==> config.mk <==
export PLATFORM = sky130hd
export DESIGN_NAME = instr_fetch_unit
export DESIGN_NICKNAME = d
export VERILOG_FILES = /design/src/rtl/instr_fetch_unit.sv
export SDC_FILE = /design/constraint.sdc
export NUM_CORES = 1
export LEC_CHECK = 0
export CORE_MARGIN = 2
export CORE_UTILIZATION = 43
export CTS_CLUSTER_DIAMETER = 30
export DETAILED_ROUTE_END_ITERATION = 12
export PLACE_DENSITY = 0.9
export SYNTH_ARGS = -nofsm -noshare
export SYNTH_HDL_FRONTEND = slang
export SYNTH_SLANG_ARGS = --single-unit
==> constraint.sdc <==
create_clock -name clk -period 5.6 [get_ports clk]
set_clock_uncertainty 0.15 [all_clocks]
set_input_delay 0.84 -clock clk [delete_from_list [all_inputs] [get_ports clk]]
set_output_delay 0.84 -clock clk [all_outputs]
set_load 0.01 [all_outputs]
==> src/rtl/instr_fetch_unit.sv <==
// Instruction fetch front end: PC, one-outstanding imem req/ack, single instruction buffer to decode.
// Fetch latency is ack+1; decode backpressure holds the buffered instruction and suppresses new requests.
module instr_fetch_unit #(
  parameter int unsigned     XLEN      = 32,
  parameter logic [XLEN-1:0] RESET_PC  = '0,
  parameter logic [31:0]     NOP_INSTR = 32'h0000_0013
) (
  input  logic            clk,
  input  logic            reset,
  output logic            imem_req,
  output logic [XLEN-1:0] imem_addr,
  input  logic            imem_ack,
  input  logic [31:0]     imem_rdata,
  output logic            instr_valid,
  input  logic            instr_ready,
  output logic [31:0]     instr,
  output logic [6:0]      op,
  output logic [2:0]      funct3,
  output logic [6:0]      funct7,
  output logic [XLEN-1:0] pc_out,
  output logic [XLEN-1:0] pc_plus4,
  input  logic            pcsrc,
  input  logic [XLEN-1:0] pc_target,
  input  logic            flush,
  input  logic [XLEN-1:0] flush_pc,
  output logic [31:0]     fetch_count
);

  typedef enum logic {S_REQ, S_HOLD} state_t;

  localparam logic [XLEN-1:0] FOUR       = XLEN'(4);
  localparam logic [XLEN-1:0] ALIGN_MASK = ~XLEN'(3);

  state_t          state_q, state_d;
  logic [XLEN-1:0] pc_q, pc_d;
  logic [XLEN-1:0] pc_out_q, pc_out_d;
  logic [31:0]     instr_q, instr_d;
  logic [31:0]     count_q, count_d;
  logic            kill_q, kill_d;
  logic            req_en_q, req_en_d;
  logic            accept;

  always_ff @(posedge clk or posedge reset) begin
    if (reset) begin
      state_q  <= S_REQ;
      pc_q     <= RESET_PC;
      pc_out_q <= RESET_PC;
      instr_q  <= NOP_INSTR;
      count_q  <= '0;
      kill_q   <= 1'b0;
      req_en_q <= 1'b0;
    end else begin
      state_q  <= state_d;
      pc_q     <= pc_d;
      pc_out_q <= pc_out_d;
      instr_q  <= instr_d;
      count_q  <= count_d;
      kill_q   <= kill_d;
      req_en_q <= req_en_d;
    end
  end

  always_comb begin
    state_d  = state_q;
    pc_d     = pc_q;
    pc_out_d = pc_out_q;
    instr_d  = instr_q;
    count_d  = count_q;
    kill_d   = kill_q;
    req_en_d = 1'b1;
    accept   = (state_q == S_HOLD) && instr_ready;

    if (accept) begin
      count_d = count_q + 32'd1;
    end

    if (flush) begin
      pc_d    = flush_pc;
      instr_d = NOP_INSTR;
      state_d = S_REQ;
      // A request still in flight will be answered later; that answer belongs to the old pc.
      if (state_q == S_REQ) begin
        req_en_d = 1'b0;
        if (imem_ack) begin
          kill_d = 1'b0;
        end else if (imem_req) begin
          kill_d = 1'b1;
        end
      end
    end else begin
      case (state_q)
        S_REQ: begin
          if (imem_ack && kill_q) begin
            kill_d = 1'b0;
          end else if (imem_ack && imem_req) begin
            instr_d  = imem_rdata;
            pc_out_d = pc_q;
            state_d  = S_HOLD;
          end
        end
        S_HOLD: begin
          if (instr_ready) begin
            pc_d    = pcsrc ? (pc_target & ALIGN_MASK) : pc_plus4;
            state_d = S_REQ;
          end
        end
        default: state_d = S_REQ;
      endcase
    end
  end

  assign imem_req    = (state_q == S_REQ) && req_en_q;
  assign imem_addr   = pc_q;
  assign instr_valid = (state_q == S_HOLD);
  assign instr       = instr_q;
  assign op          = instr_q[6:0];
  assign funct3      = instr_q[14:12];
  assign funct7      = instr_q[31:25];
  assign pc_out      = pc_out_q;
  assign pc_plus4    = pc_out_q + FOUR;
  assign fetch_count = count_q;

endmodule

==> impl_metrics.tcl <==
set metrics [dict create \
    multiInputGateArea_mm2 0.002879 \
    setup_ws_final_ns 1.758 \
    chipHeight_um 126.7 \
    placement.setup.worst_slack_ns 2.186 \
    netSwitchingPower_mw 1.175 \
    clock_sinks 131 \
    asyncSetResetFlopFracSynth 1.000 \
    hold_class "register to register" \
    worstPathRequired_ns 4.61 \
    detail_route.drc_violations 0 \
    worst-endpoint-arrival_ns 2.85 \
    clk_pin_slew_worst_paths_ns 0.06 \
    clock_path_buffers 2 \
    route.vias.total 5973 \
    critical_path_peak_fanout 7 \
    utilization 0.6675 \
    hpwl_um 14540 \
    cts.root.buffer_cell "clkbuf_16" \
    grt_setup_unrepaired "no" \
    post-cts-setup-buffer-count 0 \
    power.share.clock 0.281 \
    synth.net_count 759 \
    finish.net_count 1007 \
    synth.lib_cells_used.distinct 45 \
    global_route.usage.met3 0.06411 \
    power.ir.vdd_worst_mv 0.2723 \
    ioPinCount 281 \
    ys_seq_area_frac 0.5071 \
    cts_tree "yes" \
    initial_core_utilization 0.4420 \
    synth_top_area_cell "dfrtp_1" \
    grt_first_pass_wirelength_um 32460 \
    drt-total-wl_um 20620 \
    cts.hold.buffers_added 0 \
    number_of_buffer_cells_added_on_primary_ports 278 \
    final_layout_size_suffix_gt1_frac 0.08843 \
    ratio_of_final_minimum_period_to_clock_period 0.6861 \
    place.gp.congestion 0.8241 \
    synth.cell_area_mm2 0.006472 \
    layout.cells.non_filler 1100 \
    design.die.area_mm2 0.01605 \
    yosysWarningCount 0 \
    timing_worst_setup_path_type "register to primary output" \
    switching_share 0.3347 \
    end_kind "primary output" \
    static_leakage_nw 3.986 \
    insertion_delay_ns 0.42 \
    tightest_slew_ns 1.116 \
    period_needed_ns 3.842 \
    die_width_um 126.7 \
    max_freq_mhz 260.3 \
    num_antenna_cells 0 \
    finalPower_mw 3.510 \
    biggest_area_contributors_in_the_synthesized_netlist "dfrtp_1 (49%), nand2_1 (7.1%), xnor2_1 (6.6%)" \
    synth.ff_latch_count 131 \
    grt_most_used_layer "met2" \
    finalSetupTns_ns 0 \
    number_of_flops_mapped_to_enable_cells_by_yosys 0 \
    share_seq_of_total_power 0.379 \
    maximum_number_of_pins_on_one_net_before_global_route_repair 90 \
    timing.final.setup_violations 0 \
    final.fill_count 1146 \
    total_grt_usage 0.2582 \
    cellPowerDensity_mw_per_mm2 359.1 \
    syn-mean-instance-area_um2 9.882 \
    placed_instances 1068 \
    syn2layout_area_growth_pct 51.01 \
    detail_route.wl_per_cell_um 18.75 \
    drt-initial-drc-count 322 \
    drt_pass_1_iters 4 \
    std_cell_rows 44 \
    power.share.combinational 0.340 \
    antenna_found_initial 0 \
    design.core.area_mm2 0.01464 \
    status "finished, final reports clean" \
    netlist_instances 655 \
    cts_repair_resize_count 0 \
    grt_pass1_vias 5998 \
    timing.final.hold_violations 0 \
    grt_remaining_overflow 0 \
    yosys_most_used_dff "dfrtp_1" \
    grt_use_met2 0.4362 \
    critPathLaunchType "register" \
    regArea_mm2 0.003282 \
    slew_violations 0 \
    netlist.area_leader.share 0.4949 \
    ant_nets 0 \
    p_int_mw 2.335 \
    global_routing_met1_resource_utilization 0.3263 \
    routed_via_density 5.430 \
    h_tree_depth 4 \
    leading_cell_type_by_number_of_instances_after_synthesis "dfrtp_1" \
    worst_slew_margin 0.2559 \
    synth_top_cells_by_count "dfrtp_1 (128), nand2_1 (122), a21oi_1 (57)" \
    cts_buffers 17 \
    max_cap_violations 0 \
]
-- cells by family after synthesis --
family / after synthesis / share of synthesized area
mux: 38 / 0.06457
xor+xnor: 59 / 0.07984
fa+ha+maj: 2 / 0.003866
compound gates: 107 / 0.09994
simple gates: 254 / 0.1954
buf+inv: 64 / 0.04929
flops: 131 / 0.5071
-- power groups by stage --
stage	logic [mW]	clock network [mW]	registers, mW
2_1_floorplan	0.449	0	1.35
3_3_place_gp	1.17	0	1.33
3_5_place_dp	1.19	0	1.34
4_1_cts	1.20	1.00	1.32
5_1_grt	1.27	1.05	1.36
6_report	1.19	0.986	1.33
-- per-stage QoR --
step	hold slack [ns]	instance area (µm²)
2_1_floorplan	0.3454	6472
3_3_place_gp	0.3107	9255
3_5_place_dp	0.3219	9255
4_1_cts	0.3336	9774
5_1_grt	0.3400	9774
6_report	0.3309	9774
-- flip-flops by register name, summed over array words and instances, names as in the netlist --
| name | flops |
|---|---|
| kill_q | 1 |
| pc_out | 32 |
| instr | 32 |
| imem_addr | 32 |
| instr_valid | 1 |
| req_en_q | 1 |
| fetch_count | 32 |
-- layer usage --
metal	share of wire	wire [µm]	up-vias
li1	-	-	2754
met1	0.41	8557	2925
met2	0.50	10220	252
met3	0.067	1390	42
met4	0.022	458	0
met5	0	0	-
-- worst paths after layout --
check	startpoint	to	slack [ns]	depth (start not counted)
max in group asynchronous	reset	instr[1]	3.39	3
setup reg to reg	instr_valid	fetch_count[21]	3.10	5
hold / removal	fetch_count[31]	fetch_count[31]	0.33	1
hold reg to reg	fetch_count[31]	fetch_count[31]	0.33	1
min in group asynchronous	reset	instr[31]	0.79	2
setup / recovery	pc_out[2]	pc_plus4[20]	1.76	6
-- layout make-up --
cell class / instances / share of cell area
Clock inverter: 15 / 0.009601
Sequential cell: 131 / 0.3358
Inverter: 9 / 0.003968
Timing Repair Buffer: 284 / 0.2890
Multi-Input combinational cell: 460 / 0.2945
Tap cell: 184 / 0.02355
Clock buffer: 17 / 0.04352
-- critical path, stage by stage (launching register included) --
cell             delay (ns)
dfrtp_1                0.47
ha_1                   0.27
nand3_1                0.17
nor4_2                 0.47
nand4_1                0.17
xnor2_1                0.29
clkdlybuf4s50_1        0.60
-- cell usage in the layout (no fill, tap or decap), types with 12 or more instances in the layout --
master,netlist,routed
and3_1,13,13
nand4_1,21,21
nand2_1,122,121
nor2_1,19,19
nand3_1,38,38
o21ai_0,18,18
mux2_2,26,26
a21oi_1,57,57
xnor2_1,49,49
a221o_1,12,12
nor3_1,14,14
clkdlybuf4s50_1,0,277
clkbuf_16,0,17
dfrtp_1,128,128
Power figures use the tool's default switching activity.
